--- src/rtl/corelet_seq.sv ---
// corelet_seq: drives the corelet 34-bit instruction bus through one weight-stationary tile pass.
// Optional drain watchdog is enabled by defining CORELET_SEQ_WDOG_EN.
module corelet_seq #(
    parameter int row = 8,
    parameter int col = 8,
    parameter int aw  = 8,
    parameter int tmo = 255
) (
    input  logic          clk,
    input  logic          reset,
    input  logic          start,
    input  logic [aw-1:0] n_act,
    input  logic          in_valid,
    output logic          in_ready,
    input  logic          l0_o_full,
    input  logic          ofifo_valid,
    output logic [33:0]   inst,
    output logic          busy,
    output logic          done,
    output logic          err
);
    localparam int GW = $clog2(row + col + 1);
    localparam int CW = (aw > GW) ? aw : GW;
    localparam logic [CW-1:0] ONE      = CW'(1);
    localparam logic [CW-1:0] COL_LAST = CW'(col - 1);
    localparam logic [CW-1:0] GAP_LAST = CW'(row + col - 1);

    typedef enum logic [2:0] {
        S_IDLE,
        S_K_WR,
        S_K_LD,
        S_K_GAP,
        S_A_WR,
        S_A_EX,
        S_DRAIN,
        S_DONE
    } state_t;

    state_t        state_q, state_d;
    logic [CW-1:0] cnt_q, cnt_d;
    logic [CW-1:0] rdcnt_q, rdcnt_d;
    logic [aw-1:0] act_n_q, act_n_d;
    logic          acc_q, acc_d;
    logic          busy_q, busy_d;
    logic          done_q, done_d;

    logic [CW-1:0] act_cw, act_last;
    logic          wr_en, rd_en, drain_end, wdog_fire;

    assign act_cw    = CW'(act_n_q);
    assign act_last  = act_cw - ONE;
    assign wr_en     = ((state_q == S_K_WR) || (state_q == S_A_WR)) && in_valid && !l0_o_full;
    // Reads stop once all rows are taken so the exit cycle never issues a stray read
    assign rd_en     = (state_q == S_DRAIN) && ofifo_valid && (rdcnt_q != act_cw);
    assign drain_end = (rdcnt_q == act_cw);

    always_comb begin
        inst     = '0;
        inst[0]  = (state_q == S_K_LD);
        inst[1]  = (state_q == S_A_EX);
        inst[2]  = wr_en;
        inst[3]  = (state_q == S_K_LD) || (state_q == S_A_EX);
        inst[6]  = rd_en;
        inst[33] = acc_q;
    end

    assign in_ready = wr_en;
    assign busy     = busy_q;
    assign done     = done_q;

    always_comb begin
        state_d = state_q;
        cnt_d   = cnt_q;
        rdcnt_d = rdcnt_q;
        act_n_d = act_n_q;
        acc_d   = rd_en;
        case (state_q)
            S_IDLE: begin
                if (start) begin
                    act_n_d = n_act;
                    cnt_d   = '0;
                    rdcnt_d = '0;
                    state_d = S_K_WR;
                end
            end
            S_K_WR: begin
                if (wr_en) begin
                    if (cnt_q == COL_LAST) begin
                        cnt_d   = '0;
                        state_d = S_K_LD;
                    end else begin
                        cnt_d = cnt_q + ONE;
                    end
                end
            end
            S_K_LD: begin
                if (cnt_q == COL_LAST) begin
                    cnt_d   = '0;
                    state_d = S_K_GAP;
                end else begin
                    cnt_d = cnt_q + ONE;
                end
            end
            S_K_GAP: begin
                // Weights need row+col cycles to settle through the array
                if (cnt_q == GAP_LAST) begin
                    cnt_d   = '0;
                    state_d = (act_n_q == '0) ? S_DONE : S_A_WR;
                end else begin
                    cnt_d = cnt_q + ONE;
                end
            end
            S_A_WR: begin
                if (wr_en) begin
                    if (cnt_q == act_last) begin
                        cnt_d   = '0;
                        state_d = S_A_EX;
                    end else begin
                        cnt_d = cnt_q + ONE;
                    end
                end
            end
            S_A_EX: begin
                if (cnt_q == act_last) begin
                    cnt_d   = '0;
                    rdcnt_d = '0;
                    state_d = S_DRAIN;
                end else begin
                    cnt_d = cnt_q + ONE;
                end
            end
            S_DRAIN: begin
                // drain_end is first true in the cycle carrying the last acc pulse
                if (drain_end) begin
                    state_d = S_DONE;
                end else begin
                    if (rd_en) begin
                        rdcnt_d = rdcnt_q + ONE;
                    end
                    if (wdog_fire) begin
                        state_d = S_DONE;
                    end
                end
            end
            S_DONE: begin
                state_d = S_IDLE;
            end
            default: begin
                state_d = S_IDLE;
            end
        endcase
        busy_d = (state_d != S_IDLE);
        done_d = (state_d == S_DONE);
    end

    always_ff @(posedge clk) begin
        if (reset) begin
            state_q <= S_IDLE;
            cnt_q   <= '0;
            rdcnt_q <= '0;
            act_n_q <= '0;
            acc_q   <= 1'b0;
            busy_q  <= 1'b0;
            done_q  <= 1'b0;
        end else begin
            state_q <= state_d;
            cnt_q   <= cnt_d;
            rdcnt_q <= rdcnt_d;
            act_n_q <= act_n_d;
            acc_q   <= acc_d;
            busy_q  <= busy_d;
            done_q  <= done_d;
        end
    end

`ifdef CORELET_SEQ_WDOG_EN
    localparam int TW = $clog2(tmo + 1);
    localparam logic [TW-1:0] TMO_LAST = TW'(tmo - 1);

    logic [TW-1:0] idle_q, idle_d;
    logic          err_q, err_d;

    always_comb begin
        idle_d    = '0;
        err_d     = err_q;
        wdog_fire = 1'b0;
        if ((state_q == S_DRAIN) && !drain_end) begin
            if (ofifo_valid) begin
                idle_d = '0;
            end else if (idle_q == TMO_LAST) begin
                wdog_fire = 1'b1;
                err_d     = 1'b1;
            end else begin
                idle_d = idle_q + TW'(1);
            end
        end
    end

    always_ff @(posedge clk) begin
        if (reset) begin
            idle_q <= '0;
            err_q  <= 1'b0;
        end else begin
            idle_q <= idle_d;
            err_q  <= err_d;
        end
    end

    assign err = err_q;
`else
    logic unused_tmo;
    assign unused_tmo = (tmo != 0);
    assign wdog_fire  = 1'b0;
    assign err        = 1'b0;
`endif

endmodule

--- config.mk ---
export PLATFORM = sky130hd
export DESIGN_NAME = corelet_seq
export DESIGN_NICKNAME = d
export VERILOG_FILES = /design/src/rtl/corelet_seq.sv
export SDC_FILE = /design/constraint.sdc
export NUM_CORES = 1
export LEC_CHECK = 0
export CORE_ASPECT_RATIO = 0.6
export CORE_UTILIZATION = 47
export CTS_CLUSTER_SIZE = 8
export DETAILED_ROUTE_END_ITERATION = 12
export GPL_TIMING_DRIVEN = 1
export PLACE_DENSITY = 0.82
export SETUP_SLACK_MARGIN = 0.1
export SLEW_MARGIN = 25
export SYNTH_ARGS = -nofsm -noshare
export SYNTH_HDL_FRONTEND = slang
export SYNTH_SLANG_ARGS = --single-unit
--- constraint.sdc ---
create_clock -name clk -period 5.7 [get_ports clk]
set_input_delay 1.71 -clock clk [delete_from_list [all_inputs] [get_ports clk]]
set_output_delay 1.71 -clock clk [all_outputs]
set_load 0.005 [all_outputs]
==> results.py, run 1 <==
metrics = {
    "die": {
        "die_w_um": 90.4,
        "rows": 18,
        "dieHeight_um": 55.1,
        "io_pins": 52,
        "die_area_mm2": 0.00498,
        "coreArea_mm2": 0.00430,
        "start_util_pct": 51.3,
    },
    "route": {
        "dr.pass1.iters": 5,
        "drt_iter0_drc": 91,
        "drc": 0,
        "viasPerCell": 5.23,
        "wirelength_um": 4770,
        "ant_nets": 0,
        "vias": 1888,
        "wire_per_inst_um": 13.2,
    },
    "worst_setup_path": {
        "crit_chain": "clkdlybuf4s50_1 -> nor2b_1 -> nand2_1 -> nor2_1 -> clkdlybuf4s50_1",
        "r2r_slack_ns": 2.84,
        "cp_slowest_stage_delay_ns": 0.59,
        "rr_endpoint": "busy$_SDFF_PP0_",
        "cp-start-kind": "input port",
        "crit_slowest_cell": "clkdlybuf4s50_1",
        "cp.depth": 5,
        "path_class": "input port to output pin",
        "critPathMostFrequentCell": "clkdlybuf4s50_1",
        "required_ns": 3.99,
        "path_delay_family": "buffers and inverters",
        "critPathMaxFanout": 8,
        "path_buf_inv": 2,
        "ff2ff_path_depth": 9,
        "end_kind": "output pin",
        "arrival_ns": 3.41,
        "worstReg2RegStart": "act_cw[0]$_SDFFE_PP0P_",
    },
    "placement": {
        "routabilityCongestion": 0.904,
        "dp.cells": 353,
        "port_buffers": 22,
        "post-dp-hpwl_um": 3550,
    },
    "sta": {
        "finalHoldViolCount": 0,
        "whs_ns": 0.532,
        "timing.fmax_mhz": 195,
        "slew_headroom_pct": 53.3,
        "grt_setup_unrepaired": "false",
        "clock_skew_ns": 0.00498,
        "finalSetupViolations": 0,
        "drv_slew": 0,
        "fin_crit_ns": 5.12,
        "worst_pin_slew_ns": 0.698,
        "tns_ns": 0,
        "fin_crit_sh_pct": 89.8,
    },
    "final_layout": {
        "layout_commonest_cell": "nand2_1",
        "final_cell_mix": "nand2_1 (35), nor2_1 (30), dfxtp_1 (30), conb_1 (29), clkdlybuf4s50_1 (22)",
        "antennaDiodeCount": 0,
        "utilization_pct": 55.2,
        "drive_gt1_share_pct": 4.98,
        "nNetsFinal": 317,
        "stdcell_count": 361,
        "syn_to_final_growth_pct": 7.72,
        "nFillCells": 423,
    },
    "logic_synthesis": {
        "ys_warn_count": 0,
        "synthFlopType": "dfxtp_1",
        "synth_seq_cells": 30,
        "synth_cells": 291,
        "syn-cell-area_mm2": 0.00220,
        "syn_area_per_cell_um2": 7.58,
        "yosysTopAreaCellShare_pct": 27.2,
        "yosys-top-cells-area": "dfxtp_1 (27%), buf_4 (11%), xor2_1 (7.9%)",
        "yosysTopAreaCell": "dfxtp_1",
        "yosys.cell_types.count": 50,
        "synth_edf_count": 0,
        "ys_seq_area_share_pct": 27.2,
        "synthArstFlopShare_pct": 0,
    },
    "min_path": {
        "min_from": "act_cw[7]$_SDFFE_PP0P_",
        "whs_path_depth": 2,
        "hold_path.class": "register to register",
        "min_to": "act_cw[7]$_SDFFE_PP0P_",
    },
    "power": {
        "p_int_mw": 0.345,
        "switchingPower_mw": 0.133,
        "power_density_mw_per_mm2": 201,
        "p_leak_nw": 1.01,
        "power_frac_seq_pct": 47.5,
        "pwr-share-comb_pct": 15.4,
        "switching_share_pct": 27.8,
        "ir_worst_vdd_v": 0.000103,
        "pwr-share-clk_pct": 37.0,
    },
    "global_route": {
        "antenna_found_initial": 0,
        "grt_pass1_vias": 1702,
        "grt_pass1_wl_um": 7930,
        "grt_overflow": 0,
        "grt_max_degree": 21,
        "track_usage_pct": 20.6,
    },
    "clock_tree": {
        "clk_pin_slew_worst_paths_ns": 0.06,
        "cts_resized": 0,
        "hold_buffers": 0,
        "cts-buffers-inserted": 5,
        "insertion_delay_ns": 0.29,
        "cts.path.max_buffers": 2,
        "post_cts_buffers": 0,
        "clockRootBuffer": "clkbuf_8",
        "tritoncts": "done",
        "clock_sinks": 30,
        "h-tree-depth": 2,
    },
    "outcome": {
        "status": "complete, no violations",
    },
    "run": {
        "drv_cap": 0,
    },
}
==> registers in the layout, summed over array words and instances, names as in the netlist <==
name	cells
acc_q	1
act_cw	8
busy	1
cnt_q	8
done	1
rdcnt_q	8
state_q	3
==> logic make-up (layout without fill, tap and decap cells) <==
family | after synthesis | after routing | share of synthesized area, %
flip-flops | 30 | 30 | 27.2
AND/OR/NAND/NOR | 118 | 118 | 27.1
other | 1 | 29 | 0.170
AO/OA/AOI/OAI | 50 | 50 | 14.8
multiplexers | 2 | 2 | 0.908
buffers and inverters | 57 | 39 | 16.1
XOR/XNOR | 30 | 30 | 11.9
adder cells (fa/ha/maj) | 3 | 3 | 1.70
==> per-stage QoR <==
step                instance area (µm²)  setup WS (ns)  power [mW]
CTS                                2370          0.585       0.482
detailed placement                 2280          0.582       0.304
finish                             2370          0.581       0.478
global route                       2370          0.452       0.500
floorplan                          2310           1.56       0.296
global placement                   2280          0.654       0.301
==> how the worst max path moves through the flow <==
stage | startpoint | end
floorplan | in_valid | inst[2]
global placement | in_valid | inst[2]
detailed placement | in_valid | inst[2]
CTS | in_valid | inst[2]
global route | in_valid | in_ready
finish | in_valid | inst[2]
==> area by class of cell <==
class                   instances  area [µm²]  share of cell area, %
clock inverters                 1        5.00                  0.211
clock buffers                   7        86.3                   3.64
repair buffers                 22         220                   9.27
flip-flops and latches         30         601                   25.3
well taps                      60        75.1                   3.16
inverters                       9        33.8                   1.42
multi-input cells             232        1350                   57.0
==> power by group through the flow <==
stage          combinational [mW]  clock, mW  sequential [mW]
2_1_floorplan              0.0721          0            0.224
3_3_place_gp               0.0704          0            0.231
3_5_place_dp               0.0726          0            0.231
4_1_cts                    0.0730      0.182            0.227
5_1_grt                    0.0835      0.188            0.228
6_report                   0.0737      0.177            0.227
==> synthesized netlist by cell type, drive strengths merged (3+ instances only) <==
master,instances
and2,3
a21oi,19
dfxtp,30
nor4,4
xor2,20
o31ai,4
nand2,35
nand4,5
nand2b,3
a211oi,4
xnor2,10
or2,3
nor2,30
and3,3
inv,9
nor2b,3
nand3b,3
nor3,8
o21bai,4
buf,43
or3,3
ha,3
clkbuf,5
o21ai,7
nand3,9
==> worst reg2reg max path, delay by kind of cell, from the launching register on <==
kind	cells	cell delay, ns
fa+ha+maj	1	0.33
buf+inv	1	0.11
compound gates	4	0.74
flops	1	0.51
simple gates	3	1.05
==> layer usage <==
layer | vias up | GRT usage (%) | wire, µm
met5 | - | 0 | 0
met4 | 0 | 8.33 | 51
met3 | 8 | 5.05 | 306
met2 | 64 | 32.3 | 2060
met1 | 878 | 27.8 | 2360
li1 | 938 | - | -
Power figures use the tool's default switching activity.
==> run 2: changes to the inputs <==
--- a/config.mk
+++ b/config.mk
@@ -9,6 +9,7 @@
 export CORE_UTILIZATION = 47
 export CTS_CLUSTER_SIZE = 8
 export DETAILED_ROUTE_END_ITERATION = 12
+export GPL_ROUTABILITY_DRIVEN = 0
 export GPL_TIMING_DRIVEN = 1
 export PLACE_DENSITY = 0.82
 export SETUP_SLACK_MARGIN = 0.1
==> results of run 2 <==
No change in the layout: final DEF, timing and power equal those of run 1.
==> run 3: changes to the inputs <==
--- a/config.mk
+++ b/config.mk
@@ -5,13 +5,14 @@
 export SDC_FILE = /design/constraint.sdc
 export NUM_CORES = 1
 export LEC_CHECK = 0
+export ABC_AREA = 1
 export CORE_ASPECT_RATIO = 0.6
 export CORE_UTILIZATION = 47
 export CTS_CLUSTER_SIZE = 8
 export DETAILED_ROUTE_END_ITERATION = 12
 export GPL_ROUTABILITY_DRIVEN = 0
 export GPL_TIMING_DRIVEN = 1
-export PLACE_DENSITY = 0.82
+export PLACE_DENSITY = 0.81
 export SETUP_SLACK_MARGIN = 0.1
 export SLEW_MARGIN = 25
 export SYNTH_ARGS = -nofsm -noshare
==> constraint.sdc (replaced) <==
create_clock -name clk -period 5.4 [get_ports clk]
set_input_delay 1.62 -clock clk [delete_from_list [all_inputs] [get_ports clk]]
set_output_delay 1.62 -clock clk [all_outputs]
set_load 0.005 [all_outputs]
==> results.py, run 3 <==
metrics = {
    "logic_synthesis": {
        "netlist_top_cells_count": "nand2_1 (91), inv_1 (39), nor2_1 (36)",
        "syn_area_per_cell_um2": 6.43,
        "yosysTopAreaCellShare_pct": 25.4,
        "synthFlopType": "dfxtp_1",
        "synth_cells": 368,
        "synthArstFlopShare_pct": 0,
        "yosysTopAreaCell": "dfxtp_1",
        "synth_edf_count": 0,
        "yosys.cell_types.count": 31,
        "yosysMostFrequentCell": "nand2_1",
        "ys_warn_count": 0,
        "syn-cell-area_mm2": 0.00237,
        "ys_seq_area_share_pct": 25.4,
        "yosys-top-cells-area": "dfxtp_1 (25%), nand2_1 (14%), buf_4 (10%)",
        "synth_seq_cells": 30,
    },
    "route": {
        "wirelength_um": 5430,
        "ant_nets": 0,
        "wire_per_inst_um": 12.0,
        "vias": 2228,
        "dr.pass1.iters": 5,
        "viasPerCell": 4.94,
        "drt_iter0_drc": 195,
        "drc": 0,
    },
    "worst_setup_path": {
        "path_class": "input port to output pin",
        "critPathMaxFanout": 4,
        "required_ns": 3.78,
        "cp-start-kind": "input port",
        "rr_endpoint": "cnt_q[1]$_SDFFE_PP0P_",
        "arrival_ns": 2.90,
        "r2r_slack_ns": 3.15,
        "end_kind": "output pin",
        "ff2ff_path_depth": 14,
        "worstReg2RegStart": "act_cw[0]$_SDFFE_PP0P_",
    },
    "sta": {
        "slew_headroom_pct": 41.6,
        "worst_pin_slew_ns": 0.873,
        "tns_ns": 0,
        "finalSetupViolations": 0,
        "drv_slew": 0,
        "clock_skew_ns": 0.00602,
        "fin_crit_ns": 4.52,
        "timing.fmax_mhz": 221,
        "finalHoldViolCount": 0,
        "grt_setup_unrepaired": "false",
        "fin_crit_sh_pct": 83.7,
    },
    "clock_tree": {
        "hold_buffers": 0,
        "post_cts_buffers": 0,
        "clockRootBuffer": "clkbuf_8",
        "h-tree-depth": 2,
        "cts.path.max_buffers": 2,
        "tritoncts": "done",
        "cts-buffers-inserted": 5,
        "clock_sinks": 30,
        "insertion_delay_ns": 0.29,
        "clk_pin_slew_worst_paths_ns": 0.06,
        "cts_resized": 0,
    },
    "placement": {
        "post-dp-hpwl_um": 4140,
        "port_buffers": 22,
        "place_area_mm2": 0.00249,
    },
    "power": {
        "pwr-share-comb_pct": 24.1,
        "power_frac_seq_pct": 42.1,
        "switchingPower_mw": 0.197,
        "p_leak_nw": 1.17,
        "pwr-share-clk_pct": 33.9,
        "total_power_mw": 0.581,
        "switching_share_pct": 33.9,
        "ir_worst_vdd_v": 0.000140,
        "p_int_mw": 0.384,
        "power_density_mw_per_mm2": 225,
    },
    "final_layout": {
        "layout_commonest_cell": "nand2_1",
        "final_cell_mix": "nand2_1 (91), inv_1 (39), nor2_1 (36), dfxtp_1 (30), conb_1 (29)",
        "antennaDiodeCount": 0,
        "nNetsFinal": 404,
        "syn_to_final_growth_pct": 9.09,
        "nFillCells": 461,
        "final_area_mm2": 0.00258,
        "drive_gt1_share_pct": 10.8,
        "utilization_pct": 54.9,
    },
    "outcome": {
        "status": "complete, no violations",
    },
    "min_path": {
        "whs_path_depth": 2,
        "min_from": "rdcnt_q[7]$_SDFFE_PP0P_",
        "min_to": "rdcnt_q[7]$_SDFFE_PP0P_",
        "hold_path.class": "register to register",
    },
    "die": {
        "io_pins": 52,
        "rows": 19,
        "coreArea_mm2": 0.00471,
        "die_area_mm2": 0.00533,
        "dieHeight_um": 57.0,
        "start_util_pct": 50.3,
        "die_w_um": 93.6,
    },
    "run": {
        "drv_cap": 0,
    },
    "global_route": {
        "grt_max_degree": 21,
        "track_usage_pct": 21.9,
        "grt_overflow": 0,
        "antenna_found_initial": 0,
        "grt_pass1_wl_um": 9050,
        "grt_pass1_vias": 1928,
    },
}
## run 3: kinds of logic after synthesis
logic type / count (synthesis) / share of synthesized area, %
AND/OR/NAND/NOR: 187 / 36.3
buffers and inverters: 86 / 19.8
AO/OA/AOI/OAI: 44 / 10.6
flip-flops: 30 / 25.4
XOR/XNOR: 17 / 6.29
adder cells (fa/ha/maj): 3 / 1.59
other: 1 / 0.158
## run 3: cell type report
cell class | instances | area, µm² | share of cell area (%)
Multi-Input combinational cell | 280 | 1400 | 54.4
Timing Repair Buffer | 22 | 220 | 8.53
Clock buffer | 7 | 86.3 | 3.34
Inverter | 48 | 188 | 7.27
Sequential cell | 30 | 601 | 23.3
Clock inverter | 1 | 5.00 | 0.194
Tap cell | 63 | 78.8 | 3.05
## run 3: how the worst max path moves through the flow
| stage | depth (start not counted) | start | slack (ns) | to |
|---|---|---|---|---|
| 6_report | 6 | in_valid | 0.88 | inst[2] |
| 2_1_floorplan | 5 | in_valid | 1.76 | inst[2] |
| 4_1_cts | 6 | in_valid | 0.86 | inst[2] |
| 5_1_grt | 6 | in_valid | 0.77 | in_ready |
| 3_3_place_gp | 6 | in_valid | 0.90 | in_ready |
| 3_5_place_dp | 6 | in_valid | 0.87 | inst[2] |
## run 3: metrics by stage
stage                     std cells  hold slack (ns)  setup WS (ns)
after floorplan                 396            0.477           1.76
after global placement          443            0.490          0.903
after detailed placement        443            0.498          0.869
after CTS                       451            0.506          0.859
after global routing            451            0.539          0.766
final                           451            0.505          0.878
## run 3: critical path: stages
cell             delay [ns]
clkdlybuf4s50_1        0.45
inv_1                  0.03
nor2_1                 0.11
nand2_2                0.09
inv_1                  0.09
clkdlybuf4s50_1        0.50
## run 3: power by group through the flow
stage,sequential (mW),combinational (mW),clock [mW]
2_1_floorplan,0.244,0.119,0
3_3_place_gp,0.248,0.133,0
3_5_place_dp,0.248,0.136,0
4_1_cts,0.244,0.138,0.198
5_1_grt,0.245,0.157,0.210
6_report,0.244,0.140,0.197
## run 3: per-layer routing
metal,share of wire [%],up-vias,GRT usage (%),routed length [µm]
met5,0,-,0,0
met1,51,1004,34.0,2760
met3,8.6,7,5.20,467
met2,40,83,29.6,2160
li1,-,1134,-,-
met4,0.83,0,5.93,45
